<file path="config.mk">
export PLATFORM = sky130hd
export DESIGN_NAME = game_flow_ctrl
export DESIGN_NICKNAME = d
export VERILOG_FILES = /design/src/rtl/game_flow_ctrl.sv
export SDC_FILE = /design/constraint.sdc
export NUM_CORES = 1
export LEC_CHECK = 0
export ABC_AREA = 1
export CAP_MARGIN = 10
export CORE_UTILIZATION = 55
export DETAILED_ROUTE_END_ITERATION = 16
export PLACE_DENSITY = 0.8
export SETUP_SLACK_MARGIN = 0.02
export SYNTH_ARGS = -nofsm -noshare
export SYNTH_HDL_FRONTEND = slang
export SYNTH_SLANG_ARGS = --single-unit
</file>
<file path="constraint.sdc">
create_clock -name clk -period 2.5 [get_ports clk]
set_clock_uncertainty 0.15 [all_clocks]
set_input_delay 0.5 -clock clk [delete_from_list [all_inputs] [get_ports clk]]
set_output_delay 0.5 -clock clk [all_outputs]
set_load 0.02 [all_outputs]
</file>
<file path="src/rtl/game_flow_ctrl.sv">
// Game-flow controller for the dino game: stages, lives, pause, timed interludes, LCD screen select.
// Optional GAME_FLOW_SCORE_EN adds a saturating obstacle score counter; otherwise score is tied to 0.
module game_flow_ctrl #(
   parameter int NUM_STAGES  = 4,
   parameter int LIVES       = 3,
   parameter int HOLD_CYCLES = 50_000_000,
   parameter int SCORE_W     = 16
) (
   input  logic               clk,
   input  logic               rst,
   input  logic               key_start,
   input  logic               key_pause,
   input  logic               collision_detected,
   input  logic               stage_cleared,
   input  logic               obstacle_passed,
   output logic               run_game,
   output logic               stage_load,
   output logic [3:0]         stage_idx,
   output logic [3:0]         lives,
   output logic [2:0]         screen_sel,
   output logic               led_red,
   output logic               led_green,
   output logic [SCORE_W-1:0] score
);

   localparam int TIMER_W = (HOLD_CYCLES > 1) ? $clog2(HOLD_CYCLES) : 1;
   localparam logic [TIMER_W-1:0] TIMER_LOAD = TIMER_W'(HOLD_CYCLES - 1);
   localparam logic [3:0] LAST_STAGE = 4'(NUM_STAGES - 1);
   localparam logic [3:0] LIVES_INIT = 4'(LIVES);

   typedef enum logic [2:0] {
      S_IDLE    = 3'd0,
      S_RUN     = 3'd1,
      S_PAUSE   = 3'd2,
      S_HIT     = 3'd3,
      S_STG_CLR = 3'd4,
      S_OVER    = 3'd5,
      S_ALL_CLR = 3'd6
   } state_t;

   state_t state, next_state;

   logic               start_q, pause_q;
   logic               start_edge, pause_edge;
   logic [TIMER_W-1:0] timer, timer_nxt;
   logic [3:0]         idx_nxt, lives_nxt;
   logic               load_nxt, run_nxt, red_nxt, green_nxt;
   logic [2:0]         sel_nxt;

   // key_q resets high so a key held through reset cannot produce an edge
   assign start_edge = key_start & ~start_q;
   assign pause_edge = key_pause & ~pause_q;

   always_comb begin
      next_state = state;
      idx_nxt    = stage_idx;
      lives_nxt  = lives;
      timer_nxt  = timer;
      load_nxt   = 1'b0;
      case (state)
         S_IDLE: begin
            if (start_edge) begin
               next_state = S_RUN;
               idx_nxt    = 4'd0;
               lives_nxt  = LIVES_INIT;
               load_nxt   = 1'b1;
            end
         end
         S_RUN: begin
            if (collision_detected) begin
               if (lives <= 4'd1) begin
                  next_state = S_OVER;
                  lives_nxt  = 4'd0;
               end else begin
                  next_state = S_HIT;
                  lives_nxt  = lives - 4'd1;
                  timer_nxt  = TIMER_LOAD;
               end
            end else if (stage_cleared) begin
               if (stage_idx >= LAST_STAGE) begin
                  next_state = S_ALL_CLR;
               end else begin
                  next_state = S_STG_CLR;
                  timer_nxt  = TIMER_LOAD;
               end
            end else if (pause_edge) begin
               next_state = S_PAUSE;
            end
         end
         S_PAUSE: begin
            if (pause_edge) next_state = S_RUN;
         end
         S_HIT: begin
            if (timer == '0 || start_edge) begin
               next_state = S_RUN;
               load_nxt   = 1'b1;
            end else begin
               timer_nxt = timer - 1'b1;
            end
         end
         S_STG_CLR: begin
            if (timer == '0 || start_edge) begin
               next_state = S_RUN;
               load_nxt   = 1'b1;
               if (stage_idx < LAST_STAGE) idx_nxt = stage_idx + 4'd1;
            end else begin
               timer_nxt = timer - 1'b1;
            end
         end
         S_OVER, S_ALL_CLR: begin
            if (start_edge) next_state = S_IDLE;
         end
         default: next_state = S_IDLE;
      endcase
   end

   // Outputs are decoded from next_state so they switch on the same edge as the state
   always_comb begin
      run_nxt   = 1'b0;
      red_nxt   = 1'b0;
      green_nxt = 1'b1;
      sel_nxt   = 3'd0;
      case (next_state)
         S_IDLE:    sel_nxt = 3'd0;
         S_RUN: begin
            sel_nxt = 3'd1;
            run_nxt = 1'b1;
         end
         S_PAUSE:   sel_nxt = 3'd2;
         S_HIT: begin
            sel_nxt   = 3'd3;
            red_nxt   = 1'b1;
            green_nxt = 1'b0;
         end
         S_STG_CLR: sel_nxt = 3'd4;
         S_OVER: begin
            sel_nxt   = 3'd5;
            red_nxt   = 1'b1;
            green_nxt = 1'b0;
         end
         S_ALL_CLR: begin
            sel_nxt = 3'd6;
            red_nxt = 1'b1;
         end
         default:   sel_nxt = 3'd0;
      endcase
   end

   always_ff @(posedge clk) begin
      if (rst) begin
         state      <= S_IDLE;
         start_q    <= 1'b1;
         pause_q    <= 1'b1;
         timer      <= '0;
         stage_idx  <= 4'd0;
         lives      <= LIVES_INIT;
         stage_load <= 1'b0;
         run_game   <= 1'b0;
         screen_sel <= 3'd0;
         led_red    <= 1'b0;
         led_green  <= 1'b1;
      end else begin
         state      <= next_state;
         start_q    <= key_start;
         pause_q    <= key_pause;
         timer      <= timer_nxt;
         stage_idx  <= idx_nxt;
         lives      <= lives_nxt;
         stage_load <= load_nxt;
         run_game   <= run_nxt;
         screen_sel <= sel_nxt;
         led_red    <= red_nxt;
         led_green  <= green_nxt;
      end
   end

`ifdef GAME_FLOW_SCORE_EN
   logic [SCORE_W-1:0] score_r;

   always_ff @(posedge clk) begin
      if (rst) begin
         score_r <= '0;
      end else if (state == S_IDLE && next_state == S_RUN) begin
         score_r <= '0;
      end else if (state == S_RUN && obstacle_passed && score_r != {SCORE_W{1'b1}}) begin
         score_r <= score_r + 1'b1;
      end
   end

   assign score = score_r;
`else
   logic unused_obstacle;

   assign unused_obstacle = obstacle_passed;
   assign score = '0;
`endif

endmodule

</file>
==> run metrics <==
status=complete, no violations; vias in the first global route=2606; GPL Wtd Cong=0.923; Final period util=86.3%; CP endpoint kind=flip-flop; Worst-path clk slew=0.09 ns; VDD IR max=0.326 mV; hold buffers post-CTS=0; most frequent cell on the critical path=nand3_4; Final #Nets=487; Layout area overhead=10.3%; Avg Inst Size Synth=6.36 µm²; Post-Synthesis Cell Area=2900 µm²; initial antenna violation count=0; Worst Path Max Fanout=27; CP max stage cell=dfxtp_1; Critical Path Max Stage Delay=0.30 ns; crit path cell chain=inv_1 > ha_1 > nand2_2 > nor2_4 > nand3_4 > nand3_4 > nand2_4 > nand2_1 > a21oi_1; hold path startpoint=stage_idx[2]; Port-buffer cells=20; fin cells=547; Clock Latency Late Sink=0.30 ns; Ports=38; Hold Crit Depth=2; DIE HEIGHT=74.6 µm; largest net degree at the start of global routing=28; DR iter-0 viols=186; ANT nets after route=0; worst min-delay path category=flip-flop to flip-flop; reg-to-reg startpoint=timer[0]; Max Slew Vio Count=0; R2R cell count=9; Setup Buffers After CTS=0; CORE AREA=5110 µm²; DRC Markers=0; distinct cell type count after synthesis=32; leading area contributor after synthesis=dfxtp_1; CP required=2.54 ns; warnings from Yosys=0; WHS Endpoint=stage_idx[2]; Final Hold Vio Count=0; Top delay family on crit path=simple AND/OR/NAND/NOR gates; Overall Global Routing Usage=24.7%; Clock Tree Root=clkbuf_8; CP Launch Type=flip-flop; Power Total=0.00250 W; hpwl dp=4820 µm; Initial Util=56.8%; post_cts resized=0; gr ovfl total=0; crit path kind=flip-flop to flip-flop; final WL=6480 µm; Placed Cells incl. Taps=539; number of max-cap violations=0; drt pass-1 iters=4; register area share after synthesis=31.7%; top cell type's share of synthesized area=31.7%; clock sink count=46; unrepaired setup endpoints after global routing=no; Yosys reg bits=46; drt wl/cell=11.9 µm; Fin Setup TNS=0 ns; PwrDens=782 nW/µm²; setup slack, reg-to-reg=0.34 ns; CP arrival=2.20 ns; Max clock buf depth=2; total die area=5570 µm²; hold_ws=0.319 ns; top cells by area, synth=dfxtp_1, nand2_1, nand3_1; Placement Rows=26; layout cells sized above 1=7.34%; diode count=0; maximum clock frequency=464 MHz; htree depth=2; first-pass GRT wire length=10700 µm; # setup viols final=0; Final min period=2.16 ns; Mapped Cells=456; Lkg Pwr=1.45 nW; final design utilization=62.7%; die width=74.6 µm; CP bufs+invs=1; Reg2Reg Capture Point=timer[24]; TritonCTS buffer count=5; total number of vias=2882; Via density=5.27; CTS tree=yes
==> flip-flops by register name, indices dropped and copies added, names as in the netlist, 3 cells and up <==
name / count
lives: 4
screen_sel: 3
stage_idx: 4
state: 3
timer: 26
==> worst min-delay path, cell delays in order (launching register included) <==
cell	delay, ns
dfxtp_1	0.34
nand2_1	0.07
nor2_1	0.03
==> synthesized netlist by cell type <==
library cell / n
nor3_1: 3
a21oi_1: 39
xnor2_1: 3
ha_1: 4
conb_1: 1
nor2_4: 2
or2_1: 2
nand4_1: 8
clkbuf_1: 5
nand3_2: 1
o21ai_0: 10
buf_2: 3
buf_6: 4
nand3_1: 66
inv_2: 3
nor3_4: 1
nand3_4: 2
nand3b_1: 1
nor2b_1: 1
nand2_4: 2
nand2_2: 2
or2_2: 7
clkinv_1: 1
nand2_1: 109
a21oi_2: 1
inv_1: 43
a21o_1: 2
xor2_1: 1
nor2_1: 66
dfxtp_1: 46
nor2_2: 1
buf_4: 16
==> kinds of logic (layout without fill, tap and decap cells) <==
family	count (synthesis)	in the layout	share of synthesized area, %
AOI/OAI and AO/OA	52	52	9.27
xor gates and xnor gates	4	4	1.21
adders and majority gates	4	4	1.72
buffers and inverters	75	81	12.9
DFF	46	46	31.7
other	1	16	0.129
and+or+nand+nor	274	274	43.0
==> where the power goes <==
group | internal [W] | leakage [nW] | switching (W)
sequential | 0.000795 | 0.374 | 0.0000637
clock | 0.000298 | 0.0514 | 0.000256
combinational | 0.000397 | 1.02 | 0.000693
total | 0.00149 | 1.45 | 0.00101
==> metal layers <==
| metal | track usage [%] | share of wire (%) | vias to the layer above |
|---|---|---|---|
| li1 | - | - | 1479 |
| met5 | 0 | 0 | - |
| met3 | 3.61 | 3.3 | 18 |
| met4 | 11.3 | 2.7 | 0 |
| met2 | 44.9 | 51 | 57 |
| met1 | 28.5 | 43 | 1328 |
==> worst max-delay path by stage <==
stage	to	from	slack (ns)	cells past startpoint
6_report	timer[24]	timer[0]	0.34	9
5_1_grt	timer[24]	timer[0]	0.16	9
4_1_cts	timer[25]	timer[0]	0.34	9
3_5_place_dp	timer[25]	key_start	0.24	6
3_3_place_gp	timer[22]	key_start	0.26	6
2_1_floorplan	timer[18]	timer[0]	0.67	11
==> cell type report <==
class / count / area, µm²
fill: 514 / 1910
multi-input combinational: 350 / 1660
timing repair buffer: 26 / 245
sequential: 46 / 921
clock inverter: 2 / 37.5
clock buffer: 6 / 72.6
tap: 70 / 87.6
inverter: 47 / 176
==> through the flow <==
| stage | cell area [µm²] | worst slack (ns) |
|---|---|---|
| 2_1_floorplan | 2960 | 0.665 |
| 6_report | 3200 | 0.343 |
| 3_5_place_dp | 3090 | 0.238 |
| 4_1_cts | 3200 | 0.336 |
| 5_1_grt | 3200 | 0.163 |
| 3_3_place_gp | 3090 | 0.260 |
==> placed cells by master (no fill, tap or decap), drive strengths merged <==
cell / n
clkinvlp: 1
clkdlybuf4s50: 20
xnor2: 3
or2: 9
xor2: 1
dfxtp: 46
clkinv: 1
nor2b: 1
nand2: 113
nand3b: 1
ha: 4
bufinv: 1
o21ai: 10
nor2: 69
buf: 6
inv: 46
conb: 16
a21o: 2
nand4: 8
nand3: 69
clkbuf: 6
nor3: 4
a21oi: 40
(Power assumes the default switching activity.)
